===== src/rtl/alu_serial_unit.sv =====
// alu_serial_unit: bit-serial add/subtract/compare/AND unit with a
// valid/ready command and response handshake. One operand bit is processed
// per cycle, LSB first.
// Optional feature: define ALU_SERIAL_OPCOUNT_EN to add the op_count output,
// a wrapping 8-bit count of completed (handed-off) responses.
module alu_serial_unit #(
  parameter int unsigned WIDTH = 4
) (
  input  logic             clk,
  input  logic             rst,
  input  logic             cmd_valid,
  output logic             cmd_ready,
  input  logic [1:0]       S,
  input  logic [WIDTH-1:0] A,
  input  logic [WIDTH-1:0] B,
  output logic             rsp_valid,
  input  logic             rsp_ready,
  output logic [WIDTH-1:0] RESULT,
  output logic             carry,
  output logic             borrow,
  output logic [2:0]       COMPARE
`ifdef ALU_SERIAL_OPCOUNT_EN
  ,
  output logic [7:0]       op_count
`endif
);

  // Counter runs 0..WIDTH-1 over the operand bits; the value WIDTH marks the
  // commit cycle that loads the output registers on entry to DONE.
  localparam int unsigned CNT_W = $clog2(WIDTH + 1);

  localparam logic [1:0] OP_ADD = 2'b00;
  localparam logic [1:0] OP_SUB = 2'b01;
  localparam logic [1:0] OP_CMP = 2'b10;
  localparam logic [1:0] OP_AND = 2'b11;

  typedef enum logic [1:0] {
    IDLE = 2'b00,
    EXEC = 2'b01,
    DONE = 2'b10
  } state_t;

  state_t             state_q, state_d;
  logic [CNT_W-1:0]   cnt_q, cnt_d;
  logic [1:0]         op_q, op_d;
  logic [WIDTH-1:0]   a_sh_q, a_sh_d;
  logic [WIDTH-1:0]   b_sh_q, b_sh_d;
  logic [WIDTH-1:0]   res_sh_q, res_sh_d;
  logic               chain_q, chain_d;
  logic               gt_q, gt_d;
  logic               lt_q, lt_d;
  logic [WIDTH-1:0]   result_q, result_d;
  logic               carry_q, carry_d;
  logic               borrow_q, borrow_d;
  logic [2:0]         compare_q, compare_d;
  logic               cmd_ready_q, cmd_ready_d;
  logic               rsp_valid_q, rsp_valid_d;
`ifdef ALU_SERIAL_OPCOUNT_EN
  logic [7:0]         op_count_q, op_count_d;
`endif

  logic a_bit, b_bit, b_eff, sum_bit, cout, res_bit;

  // Single-bit slice: full adder (B inverted for subtract) and per-op result bit.
  always_comb begin
    a_bit   = a_sh_q[0];
    b_bit   = b_sh_q[0];
    b_eff   = (op_q == OP_SUB) ? ~b_bit : b_bit;
    sum_bit = a_bit ^ b_eff ^ chain_q;
    cout    = (a_bit & b_eff) | (a_bit & chain_q) | (b_eff & chain_q);
    res_bit = 1'b0;
    case (op_q)
      OP_ADD, OP_SUB: res_bit = sum_bit;
      OP_AND:         res_bit = a_bit & b_bit;
      default:        res_bit = 1'b0;
    endcase
  end

  // Next-state and datapath updates for the IDLE/EXEC/DONE sequence.
  always_comb begin
    state_d   = state_q;
    cnt_d     = cnt_q;
    op_d      = op_q;
    a_sh_d    = a_sh_q;
    b_sh_d    = b_sh_q;
    res_sh_d  = res_sh_q;
    chain_d   = chain_q;
    gt_d      = gt_q;
    lt_d      = lt_q;
    result_d  = result_q;
    carry_d   = carry_q;
    borrow_d  = borrow_q;
    compare_d = compare_q;
`ifdef ALU_SERIAL_OPCOUNT_EN
    op_count_d = op_count_q;
`endif

    case (state_q)
      IDLE: begin
        if (cmd_valid && cmd_ready_q) begin
          state_d  = EXEC;
          cnt_d    = '0;
          op_d     = S;
          a_sh_d   = A;
          b_sh_d   = B;
          res_sh_d = '0;
          chain_d  = (S == OP_SUB);
          gt_d     = 1'b0;
          lt_d     = 1'b0;
        end
      end
      EXEC: begin
        if (cnt_q == CNT_W'(WIDTH)) begin
          state_d   = DONE;
          cnt_d     = '0;
          result_d  = (op_q == OP_CMP) ? '0 : res_sh_q;
          carry_d   = (op_q == OP_ADD) & chain_q;
          borrow_d  = (op_q == OP_SUB) & ~chain_q;
          compare_d = (op_q == OP_CMP) ? {gt_q, ~(gt_q | lt_q), lt_q} : 3'b000;
        end else begin
          a_sh_d   = {1'b0, a_sh_q[WIDTH-1:1]};
          b_sh_d   = {1'b0, b_sh_q[WIDTH-1:1]};
          res_sh_d = {res_bit, res_sh_q[WIDTH-1:1]};
          chain_d  = cout;
          // Later (more significant) differing bits overwrite earlier ones.
          if (a_bit != b_bit) begin
            gt_d = a_bit;
            lt_d = ~a_bit;
          end
          cnt_d = cnt_q + CNT_W'(1);
        end
      end
      DONE: begin
        if (rsp_ready) begin
          state_d = IDLE;
        end
      end
      default: begin
        state_d = IDLE;
        cnt_d   = '0;
      end
    endcase

`ifdef ALU_SERIAL_OPCOUNT_EN
    if (rsp_valid_q && rsp_ready) begin
      op_count_d = op_count_q + 8'd1;
    end
`endif

    cmd_ready_d = (state_d == IDLE);
    rsp_valid_d = (state_d == DONE);
  end

  // State and datapath registers; reset discards any in-flight operation.
  always_ff @(posedge clk) begin
    if (rst) begin
      state_q     <= IDLE;
      cnt_q       <= '0;
      op_q        <= 2'b00;
      a_sh_q      <= '0;
      b_sh_q      <= '0;
      res_sh_q    <= '0;
      chain_q     <= 1'b0;
      gt_q        <= 1'b0;
      lt_q        <= 1'b0;
      result_q    <= '0;
      carry_q     <= 1'b0;
      borrow_q    <= 1'b0;
      compare_q   <= 3'b000;
      cmd_ready_q <= 1'b1;
      rsp_valid_q <= 1'b0;
`ifdef ALU_SERIAL_OPCOUNT_EN
      op_count_q  <= 8'd0;
`endif
    end else begin
      state_q     <= state_d;
      cnt_q       <= cnt_d;
      op_q        <= op_d;
      a_sh_q      <= a_sh_d;
      b_sh_q      <= b_sh_d;
      res_sh_q    <= res_sh_d;
      chain_q     <= chain_d;
      gt_q        <= gt_d;
      lt_q        <= lt_d;
      result_q    <= result_d;
      carry_q     <= carry_d;
      borrow_q    <= borrow_d;
      compare_q   <= compare_d;
      cmd_ready_q <= cmd_ready_d;
      rsp_valid_q <= rsp_valid_d;
`ifdef ALU_SERIAL_OPCOUNT_EN
      op_count_q  <= op_count_d;
`endif
    end
  end

  assign cmd_ready = cmd_ready_q;
  assign rsp_valid = rsp_valid_q;
  assign RESULT    = result_q;
  assign carry     = carry_q;
  assign borrow    = borrow_q;
  assign COMPARE   = compare_q;
`ifdef ALU_SERIAL_OPCOUNT_EN
  assign op_count  = op_count_q;
`endif

endmodule


===== config.mk =====
export PLATFORM = sky130hd
export DESIGN_NAME = alu_serial_unit
export DESIGN_NICKNAME = d
export VERILOG_FILES = /design/src/rtl/alu_serial_unit.sv
export SDC_FILE = /design/constraint.sdc
export NUM_CORES = 1
export LEC_CHECK = 0
export CORE_ASPECT_RATIO = 1.4
export CORE_MARGIN = 2
export CORE_UTILIZATION = 55
export CTS_BUF_LIST = sky130_fd_sc_hd__clkbuf_16
export CTS_CLUSTER_SIZE = 14
export DETAILED_ROUTE_END_ITERATION = 8
export DONT_BUFFER_PORTS = 1
export PLACE_DENSITY_LB_ADDON = 0.05
export REMOVE_ABC_BUFFERS = 1
export SLEW_MARGIN = 20
export SYNTH_ARGS = -nofsm -noshare
export SYNTH_HDL_FRONTEND = slang
export SYNTH_SLANG_ARGS = --single-unit

===== constraint.sdc =====
create_clock -name clk -period 1.5 [get_ports clk]
set_input_delay 0.075 -clock clk [delete_from_list [all_inputs] [get_ports clk]]
set_output_delay 0.075 -clock clk [all_outputs]
set_load 0.01 [all_outputs]

==> reports/metrics.yaml, run 1 <==
worst_setup_path:
  worst_setup_path_end_kind: "flop"
  worst_setup_path_startpoint: "op_q[0]"
  critical_path.reg2reg.startpoint: "op_q[0]"
  critPathSlowestCell: "fa_1"
  critical_path.cell_chain: "nor2b_4, xnor2_2, fa_1, nor2_1, o2111ai_1, o32ai_1"
  critical_path.startpoint_type: "flop"
  critical_path_peak_fanout: 2
  worst-endpoint-required_ns: 1.67
  arr_time_crit_path_ns: 1.82
  timing.setup.critical_path_class: "flop to flop"
  critical_path.max_stage_delay_ns: 0.42
sta:
  fin_hold_ws_ns: -0.140
  fmaxAchievable_mhz: 608
  final.setup.worst_slack_ns: -0.146
  setup_viol_count_final: 1
  timing.final.hold_violations: 29
  tightestPinTransition_ns: 0.375
  timing.final.crit_period_ns: 1.65
  fin_tns_setup_ns: -0.146
  final.period_utilization_pct: 110
  timing.clock.skew_ns: 0.00669
  grt_setup_unrepaired: "true"
  slew_headroom_pct: 74.9
  slew_viols_final: 0
detailed_routing:
  vias_per_cell: 5.97
  drt_first_pass_iters: 4
  drt_iter0_markers: 49
  routedWlPerCell_um: 15.8
  detail-route-antenna-nets: 0
  via_count: 1380
  drc: 0
  detail_route.wirelength_um: 3640
clock_network:
  clk_transition_reported_paths_ns: 0.05
  htree_levels: 2
  tritoncts.num_buffers: 5
  clk_path_buf_depth: 2
  clkLatencyLatePin_ns: 0.28
  cts_tree: "yes"
  cts_root_buf: "clkbuf_16"
  clock_sink_count: 33
synthesis:
  synth_async_sr_flop_share_pct: 0
  netlist_instances: 178
  post_synth_xor_area_fraction_pct: 0.578
  synthAdderAreaFrac_pct: 3.80
  synth-edff-count: 0
  muxShareOfSynthArea_pct: 1.32
  synthDistinctLibCells: 35
  synth_compound_gate_area_share_pct: 20.1
  syn-mean-instance-area_um2: 8.52
  synth_ff_type: "dfxtp_1"
  ys_ff_latch: 33
  synth_simple_gate_area_share_pct: 25.3
  synth-warning-count: 0
  synth_top_family_by_area: "simple AND/OR/NAND/NOR gates"
  syn-cell-area_um2: 1520
  yosysSeqAreaShare_pct: 43.6
finish:
  drive_above_1_share_pct: 22.1
  layout_commonest_cell: "nand2_1"
  fin_nets: 212
  number_of_standard_cells_in_the_final_layout_excluding_fillers: 231
  diodes: 0
  layout.cells.most_common_list: "nand2_1, dfxtp_1, a21oi_1, buf_4, nand3_1"
  areaGrowthSynthToFinish_pct: 25.3
  layout.cell_area.non_filler_um2: 1900
global_routing:
  grt_usage_pct: 24.1
  via_count_of_the_first_global_routing_pass: 1332
  grt_first_pass_wirelength_um: 5890
  grt_remaining_overflow: 0
  pin_count_of_the_biggest_net_entering_global_routing: 31
  grt_antenna_before_repair: 0
worst_hold_path:
  timing.hold.worst.class: "input pin to flop"
  min-delay-start: "rst"
die:
  core_area_um2: 2620
  die_h_um: 66.1
  rows: 22
  die_width_um: 48.4
  floorplan.die_area_um2: 3200
  initial_utilization_pct: 58.0
  design.portCount: 25
power:
  vdd_ir_drop_max_uv: 997
  power_density_nw_per_um2: 1270
  cellInternalPower_mw: 1.85
  finalPower_mw: 2.41
  power.share.clock_pct: 46.7
  net-switching-power_uw: 562
  power_switching_share_pct: 23.3
  cellLeakagePower_nw: 0.697
  share_comb_of_total_power_pct: 13.2
  sequentialPowerShare_pct: 40.1
place:
  place_congestion: 0.747
  placed_cells_incl_taps: 222
  buffer_ports.inserted: 0
  worst_slack_placed_ns: -0.214
  post_dp_hpwl_um: 2380
  placement.cell_area_um2: 1670
run_status:
  run_status: "finished, violations left"
  failed_checks: "negative hold slack, negative setup slack"
flow_run:
  cap_violations: 0
==> power groups by stage <==
stage | clock (mW) | sequential [mW] | combinational [mW]
after CTS | 1.15 | 0.964 | 0.303
after floorplan | 0 | 0.978 | 0.184
after detailed placement | 0 | 0.979 | 0.289
after global placement | 0 | 0.977 | 0.283
final | 1.13 | 0.967 | 0.318
after global routing | 1.18 | 0.972 | 0.351
==> cell type report <==
cell class	instances	area (µm²)
inverter	6	22.5
tap	36	45.0
sequential	33	664
timing repair buffer	22	178
clock inverter	3	37.5
clock buffer	5	125
multi-input combinational	126	828
fill	203	714
==> cell families after synthesis <==
group / after synthesis
compound gates: 46
xor+xnor: 1
fa+ha+maj: 4
buf+inv: 19
flops: 33
mux: 2
simple gates: 73
==> routing by layer <==
layer | wire length, µm | vias to the layer above | track usage [%]
li1 | - | 680 | -
met1 | 1490 | 661 | 26.7
met2 | 1920 | 32 | 43.6
met3 | 174 | 7 | 6.56
met4 | 59 | 0 | 9.64
met5 | 0 | - | 0
==> worst max-delay path, delay by kind of cell, from the launching register on <==
family | cells | cell delay, ns
and+or+nand+nor | 2 | 0.26
DFF | 1 | 0.32
xor gates and xnor gates | 1 | 0.12
AOI/OAI and AO/OA | 2 | 0.42
adders and majority gates | 1 | 0.42
==> through the flow <==
step / hold WS (ns) / util, %
floorplan: 0.144 / -
global placement: 0.147 / 64.0
detailed placement: 0.150 / 64.0
CTS: -0.144 / 71.6
global route: -0.149 / 72.7
finish: -0.140 / 72.7
==> timing repair <==
item	CTS	global route
buffers inserted	1	0
pin swaps	2	3
endpoints found under the setup margin	12	13
gates resized for setup	8	7
hold endpoints to repair	29	29
==> worst paths after layout <==
| kind | end | slack [ns] | cells after the start |
|---|---|---|---|
| worst max register to register | res_sh_q[3] | -0.15 | 6 |
| worst min-delay path | b_sh_q[3] | -0.14 | 1 |
| worst max-delay path | res_sh_q[3] | -0.15 | 6 |
| worst min register to register | a_sh_q[2] | 0.48 | 2 |
==> synth_stat cells, types with 2 or more instances <==
| library cell | n | share of area (%) |
|---|---|---|
| a21oi_1 | 21 | 6.9 |
| a311oi_1 | 8 | 4.6 |
| a31oi_1 | 7 | 2.9 |
| and2_1 | 2 | 0.82 |
| buf_2 | 4 | 1.3 |
| clkbuf_1 | 7 | 1.7 |
| dfxtp_1 | 33 | 44 |
| ha_1 | 3 | 2.5 |
| inv_1 | 6 | 1.5 |
| mux2i_1 | 2 | 1.3 |
| nand2_1 | 33 | 8.2 |
| nand2b_1 | 4 | 1.6 |
| nand3_1 | 13 | 4.3 |
| nand3b_1 | 5 | 2.5 |
| nand4_1 | 3 | 1.2 |
| nor2b_1 | 3 | 1.2 |
| o211ai_1 | 5 | 2.5 |
| or4_1 | 2 | 0.99 |
==> registers in the layout, summed over array words and instances (netlist names) <==
| register | count |
|---|---|
| cnt_q | 3 |
| chain_q | 1 |
| b_sh_q | 4 |
| a_sh_q | 4 |
| rsp_valid | 1 |
| res_sh_q | 4 |
| carry | 1 |
| gt_q | 1 |
| state_q | 2 |
| op_q | 2 |
| RESULT | 4 |
| cmd_ready | 1 |
| COMPARE | 3 |
| lt_q | 1 |
| borrow | 1 |
Power figures use the tool's default switching activity.
==> run 2: changes to the inputs <==
--- a/config.mk
+++ b/config.mk
@@ -6,13 +6,13 @@
 export NUM_CORES = 1
 export LEC_CHECK = 0
 export CORE_ASPECT_RATIO = 1.4
-export CORE_MARGIN = 2
 export CORE_UTILIZATION = 55
 export CTS_BUF_LIST = sky130_fd_sc_hd__clkbuf_16
 export CTS_CLUSTER_SIZE = 14
 export DETAILED_ROUTE_END_ITERATION = 8
 export DONT_BUFFER_PORTS = 1
 export PLACE_DENSITY_LB_ADDON = 0.05
+export RECOVER_POWER = 100
 export REMOVE_ABC_BUFFERS = 1
 export SLEW_MARGIN = 20
 export SYNTH_ARGS = -nofsm -noshare
==> run 2 against run 1 <==
The flow still finishes with violations (negative hold slack, negative setup slack). Critical path depth unchanged. Clock skew shrank 0.0054 ns. Design area decreased by 3.4%. Power down 9.0%. Setup slack better by 0.039 ns. Die area fell by 7.0%. Combinational power down 4%. Sequential power is 0.4% lower. Register-to-register slack gained 0.04 ns. Core utilization is 2.4 points lower. Via count decreased by 2.2%. Cell count fell by 0.43%. Critical endpoint unchanged. Largest cell class unchanged.
==> reports/metrics.yaml, run 2 (synthesis results as in run 1) <==
run_status:
  run_status: "finished, violations left"
  failed_checks: "negative hold slack, negative setup slack"
global_routing:
  via_count_of_the_first_global_routing_pass: 1316  # -1.2%
  grt_remaining_overflow: 0  # unchanged
  grt_antenna_before_repair: 0  # unchanged
  pin_count_of_the_biggest_net_entering_global_routing: 31  # unchanged
  grt_usage_pct: 27.0  # +2.9 points
  grt_first_pass_wirelength_um: 5820  # -1.2%
flow_run:
  cap_violations: 0  # unchanged
finish:
  areaGrowthSynthToFinish_pct: 21.1
  layout_commonest_cell: "nand2_1"
  drive_above_1_share_pct: 18.6  # -3.5 points
  layout.cells.most_common_list: "nand2_1, dfxtp_1, a21oi_1"
  diodes: 0  # unchanged
  fin_nets: 212  # unchanged
detailed_routing:
  drt_first_pass_iters: 4  # unchanged
  detail_route.wirelength_um: 3510  # -3.5%
  via_count: 1350  # -2.2%
  vias_per_cell: 5.87  # -1.7%
  drt_iter0_markers: 47  # -4.1%
  detail-route-antenna-nets: 0  # unchanged
  drc: 0  # unchanged
  routedWlPerCell_um: 15.3  # -3.1%
place:
  place_congestion: 0.752  # +0.67%
  post_dp_hpwl_um: 2370  # -0.28%
  buffer_ports.inserted: 0  # unchanged
sta:
  fmaxAchievable_mhz: 622  # +2.4%
  setup_viol_count_final: 1  # unchanged
  final.setup.worst_slack_ns: -0.107  # +0.0385 ns
  fin_tns_setup_ns: -0.107  # +0.0385 ns
  final.period_utilization_pct: 107  # -2.6 points
  timing.clock.skew_ns: 0.00134  # -0.00536 ns
  tightestPinTransition_ns: 0.328  # -0.0476 ns
  timing.final.hold_violations: 29  # unchanged
  slew_headroom_pct: 78.1  # +3.2 points
  timing.final.crit_period_ns: 1.61  # -0.0385 ns
  fin_hold_ws_ns: -0.133  # +0.00731 ns
  grt_setup_unrepaired: "true"
  slew_viols_final: 0  # unchanged
worst_setup_path:
  worst-endpoint-required_ns: 1.68  # about the same
  critical_path_peak_fanout: 2  # unchanged
  arr_time_crit_path_ns: 1.79  # -0.03 ns
  worst_setup_path_end_kind: "flop"
  timing.setup.critical_path_class: "flop to flop"
  critical_path.max_stage_delay_ns: 0.42  # about the same
  cell_type_group_with_the_largest_total_delay_on_the_critical_path: "adder cells"
  critical_path.startpoint_type: "flop"
  critPathBufInv: 0  # unchanged
  critPathSlowestCell: "fa_1"
  critical_path.cell_chain: "nor2b_4, xnor2_2, fa_1, nor2_1, o2111ai_1, o32ai_1"
die:
  die_h_um: 64.1  # -3.0%
  rows: 22  # unchanged
  floorplan.die_area_um2: 2970  # -7.0%
  design.portCount: 25  # unchanged
  initial_utilization_pct: 58.0  # unchanged
  core_area_um2: 2620  # unchanged
  die_width_um: 46.4  # -4.1%
power:
  finalPower_mw: 2.19  # -9.0%
  power_density_nw_per_um2: 1190  # -5.9%
  cellLeakagePower_nw: 0.675  # -3.2%
  vdd_ir_drop_max_uv: 853  # -14%
clock_network:
  clock_sink_count: 33  # unchanged
  htree_levels: 2  # unchanged
  clk_transition_reported_paths_ns: 0.05  # about the same
  clkLatencyLatePin_ns: 0.27  # about the same
  clk_path_buf_depth: 2  # unchanged
  cts_root_buf: "clkbuf_16"
  tritoncts.num_buffers: 5  # unchanged
  cts_tree: "yes"
  cts_hold_buffers: 1
worst_hold_path:
  timing.hold.worst.class: "input pin to flop"
## run 2: final timing paths
kind,startpoint,endpoint,slack [ns],depth (start not counted)
worst max-delay path,op_q[0],res_sh_q[3],-0.11,6
worst min-delay path,rst,a_sh_q[3],-0.13,1
worst max register to register,op_q[0],res_sh_q[3],-0.11,6
worst min register to register,lt_q,lt_q,0.47,2
## run 2: layout make-up
cell class                      count  area [µm²]
Timing Repair Buffer               22         169
Clock inverter                      2        7.51
Tap cell                           36        45.0
Clock buffer                        5         125
Multi-Input combinational cell    126         806
Inverter                            6        22.5
Sequential cell                    33         662
Fill cell                         230         778
## run 2: power by group
group | switching, mW | leakage, nW | total [mW] | internal, mW
Combinational | 0.165 | 0.337 | 0.305 | 0.139
Sequential | 0.0366 | 0.269 | 0.963 | 0.926
Clock | 0.335 | 0.0685 | 0.927 | 0.591
Total | 0.537 | 0.675 | 2.19 | 1.66
## run 2: what timing repair did
item                                    4_1_cts  5_1_grt
hold endpoints to repair                     30       29
endpoints found under the setup margin       11       10
resized for setup                             6        3
cloned                                        0        0
setup buffers                                 0        0
## run 2: routing by layer
metal	vias up	part of all wire [%]	global-route usage (%)
met5	-	0	0
met4	0	1.4	9.19
met3	5	4.9	8.47
met2	44	53	45.0
met1	626	41	30.9
li1	675	-	-
## run 2: per-stage QoR
stage	hold WS (ns)	util [%]	area, µm²	worst slack, ns	instances
after floorplan	0.144	-	1460	-0.137	165
final	-0.133	70.2	1840	-0.107	230
after detailed placement	0.148	64.5	1690	-0.139	222
after global routing	-0.140	70.2	1840	-0.196	230
after CTS	-0.139	70.8	1850	-0.103	230
after global placement	0.148	64.5	1690	-0.0977	222
## run 2: worst register-to-register path, delay by kind of cell (launching register included)
kind	cells	cell delay, ns
simple gates	2	0.28
xor+xnor	1	0.12
flops	1	0.33
compound gates	2	0.37
fa+ha+maj	1	0.42
==> run 3: changes to the inputs <==
--- a/config.mk
+++ b/config.mk
@@ -5,6 +5,7 @@
 export SDC_FILE = /design/constraint.sdc
 export NUM_CORES = 1
 export LEC_CHECK = 0
+export ABC_AREA = 1
 export CORE_ASPECT_RATIO = 1.4
 export CORE_UTILIZATION = 55
 export CTS_BUF_LIST = sky130_fd_sc_hd__clkbuf_16
==> run 3 against run 2 <==
The run now ends clean. Sequential power shrank 0.4%. Global-route usage is 3.7 points lower. Die area is 6.4% lower. Register-to-register slack better by 0.18 ns. Via count is 11% lower. Non-clock buffer count shrank 14. Hold slack gained 0.14 ns. Setup slack improved by 0.18 ns. Clock power grew 2%. Highest routed layer unchanged.
==> reports/metrics.yaml, run 3 <==
detailed_routing:
  via_count: 1206  # -11%
  detail_route.wirelength_um: 2800  # -20%
  drt_first_pass_iters: 4  # unchanged
  drc: 0  # unchanged
  detail-route-antenna-nets: 0  # unchanged
  routedWlPerCell_um: 11.6  # -24%
  vias_per_cell: 5.00  # -15%
  drt_iter0_markers: 50  # +6.4%
finish:
  fin_nets: 224  # +5.7%
  number_of_standard_cells_in_the_final_layout_excluding_fillers: 241  # +4.8%
  layout_commonest_cell: "nand2_1"
  diodes: 0  # unchanged
  layout.cells.most_common_list: "nand2_1, dfxtp_1, inv_1"
  layout.cell_area.non_filler_um2: 1670  # -9.1%
  final.fill_count: 224  # -2.6%
  areaGrowthSynthToFinish_pct: 17.9
  drive_above_1_share_pct: 12.6  # -6.0 points
clock_network:
  clk_path_buf_depth: 2  # unchanged
  clkLatencyLatePin_ns: 0.27  # about the same
  cts_tree: "yes"
  cts_root_buf: "clkbuf_16"
  clk_transition_reported_paths_ns: 0.05  # about the same
  tritoncts.num_buffers: 5  # unchanged
  htree_levels: 2  # unchanged
  clock_sink_count: 33  # unchanged
sta:
  grt_setup_unrepaired: "true"
  slew_viols_final: 0  # unchanged
  fmaxAchievable_mhz: 700  # +12%
  slew_headroom_pct: 63.4  # -15 points
  timing.final.crit_period_ns: 1.43  # -0.178 ns
  timing.clock.skew_ns: 0.00256  # +0.00122 ns
  tightestPinTransition_ns: 0.548  # +0.220 ns
  final.setup.worst_slack_ns: 0.0709  # +0.178 ns
  final.period_utilization_pct: 95.3  # -12 points
  setup_viol_count_final: 0  # -1
  fin_tns_setup_ns: 0  # +0.107 ns
  timing.final.hold_violations: 0  # -100%
worst_setup_path:
  worstSetupEndpoint: "res_sh_q[3]"
  critical_path.startpoint_type: "flop"
  crit_path_frequent_cell: "o21ai_1"
  critical_path.cell_chain: "inv_2, nor2_4, xnor2_2, fa_1, o21ai_1, nand2_1, o21ai_1"
  critical_path.reg2reg.startpoint: "op_q[0]"
  critPathSlowestCell: "fa_1"
  timing.rr.end: "res_sh_q[3]"
  worst_setup_path_end_kind: "flop"
  critical_path_peak_fanout: 2  # unchanged
  timing.setup.critical_path_class: "flop to flop"
  arr_time_crit_path_ns: 1.64  # -0.15 ns
  worst-r2r-setup-slack_ns: 0.07  # +0.18 ns
  ff2ff_path_depth: 7  # +1
  worst_setup_path_startpoint: "op_q[0]"
  worst-endpoint-required_ns: 1.71  # +0.03 ns
  critical_path.max_stage_delay_ns: 0.43  # about the same
place:
  placed_cells_incl_taps: 229  # +3.2%
  place_congestion: 0.837  # +11%
  worst_slack_placed_ns: -0.0142  # +0.124 ns
  post_dp_hpwl_um: 1940  # -18%
  buffer_ports.inserted: 0  # unchanged
  placement.cell_area_um2: 1470  # -13%
synthesis:
  synth-edff-count: 0  # unchanged
  synthDistinctLibCells: 22  # -37%
  netlist_instances: 195  # +9.6%
  syn-mean-instance-area_um2: 7.26  # -15%
  netlist.area_leader.share_pct: 46.7  # +3.1 points
  synth_async_sr_flop_share_pct: 0  # unchanged
  synth_ff_type: "dfxtp_1"
  biggest_area_contributors_in_the_synthesized_netlist: "dfxtp_1, nand2_1, o21ai_0"
  post_synth_most_frequent_cells: "nand2_1, dfxtp_1, inv_1"
  synth-warning-count: 0  # unchanged
  synth_area_leader_cell: "dfxtp_1"
  yosysSeqAreaShare_pct: 46.7  # +3.1 points
  yosysMostFrequentCell: "nand2_1"
  ys_ff_latch: 33  # unchanged
  syn-cell-area_um2: 1420  # -6.7%
global_routing:
  grt-busiest-layer: "met2"
  grt_remaining_overflow: 0  # unchanged
  groute.layer.met1.usage_pct: 27.6  # -3.3 points
  grt_first_pass_wirelength_um: 4530  # -22%
  grt_antenna_before_repair: 0  # unchanged
  pin_count_of_the_biggest_net_entering_global_routing: 14  # -55%
  met3_usage_pct: 6.94  # -1.5 points
  via_count_of_the_first_global_routing_pass: 1058  # -20%
  grt_usage_pct: 23.3  # -3.7 points
  globalRouteMet2Util_pct: 37.8  # -7.2 points
die:
  die_h_um: 62.0  # -3.3%
  floorplan.die_area_um2: 2780  # -6.4%
  rows: 21  # -4.5%
  core_area_um2: 2420  # -7.6%
  design.portCount: 25  # unchanged
  initial_utilization_pct: 58.5  # +0.55 points
  die_width_um: 44.9  # -3.3%
power:
  power_density_nw_per_um2: 1300  # +8.5%
  cellLeakagePower_nw: 0.704  # +4.2%
  vdd_ir_drop_max_uv: 1100  # +29%
  finalPower_mw: 2.16  # -1.4%
run_status:
  run_status: "complete, no violations"
worst_hold_path:
  min-delay-start: "S[1]"
  timing.hold.worst.class: "input pin to flop"
flow_run:
  cap_violations: 0  # unchanged
run 3: cell types whose count changed after synthesis, moves of 4 or more:
cell and delta:
a31oi_1 -7, a311oi_1 -8, nand3b_1 -4, inv_1 +13
nand2_1 +32, a21oi_1 -7, o211ai_1 -5, nand2b_1 -4
nor2_1 +15, o21ai_0 +16, clkbuf_1 -6
run 3: cell type report:
type	count	area, µm²	share of cell area, %
multi-input combinational	137	677	40.6
sequential	33	663	39.7
clock buffer	5	125	7.50
inverter	21	81.3	4.87
timing repair buffer	8	67.6	4.05
tap	34	42.5	2.55
clock inverter	3	12.5	0.750
run 3: worst min path at each step:
| stage | endpoint | slack (ns) | cells after the start |
|---|---|---|---|
| final | op_q[1] | 0.009 | 2 |
| after global routing | b_sh_q[2] | 0.03 | 4 |
| after CTS | op_q[1] | 0.005 | 2 |
| after detailed placement | cnt_q[1] | 0.15 | 1 |
| after global placement | cnt_q[0] | 0.15 | 1 |
| after floorplan | COMPARE[0] | 0.14 | 1 |
run 3: cells by family after synthesis:
| group | synth area share (%) |
|---|---|
| AOI/OAI and AO/OA | 11.0 |
| buffers and inverters | 7.07 |
| xor gates and xnor gates | 0.619 |
| and+or+nand+nor | 30.6 |
| adders and majority gates | 4.07 |
| DFF | 46.7 |
run 3: report_power, final:
part	internal (mW)	switching (mW)	leakage [nW]
Clock	0.598	0.345	0.0687
Combinational	0.0944	0.167	0.366
Sequential	0.926	0.0329	0.269
run 3: timing repair:
item,4_1_cts,5_1_grt
hold buffers,3,0
hold endpoints to repair,20,0
setup buffers,0,1
pin swaps,0,4
resized for setup,1,11
setup endpoints to repair,1,13
run 3: through the flow:
stage | util [%] | hold slack [ns]
finish | 69.0 | 0.00859
global route | 69.0 | 0.0336
CTS | 67.7 | 0.00532
detailed placement | 60.7 | 0.148
global placement | 60.7 | 0.146
floorplan | - | 0.144
run 3: critical path: cells and delay by family (launching register included):
kind | cells | cell delay (ns)
adder cells (fa/ha/maj) | 1 | 0.43
XOR/XNOR | 1 | 0.13
buffers and inverters | 1 | 0.05
flip-flops | 1 | 0.34
AO/OA/AOI/OAI | 2 | 0.23
AND/OR/NAND/NOR | 2 | 0.19
run 3: metal layers:
| layer | share of wire, % | vias up | wire length, µm |
|---|---|---|---|
| met5 | 0 | - | 0 |
| met4 | 2.1 | 0 | 59 |
| met3 | 5.7 | 7 | 158 |
| met2 | 50 | 31 | 1390 |
| met1 | 42 | 530 | 1190 |
| li1 | - | 638 | - |
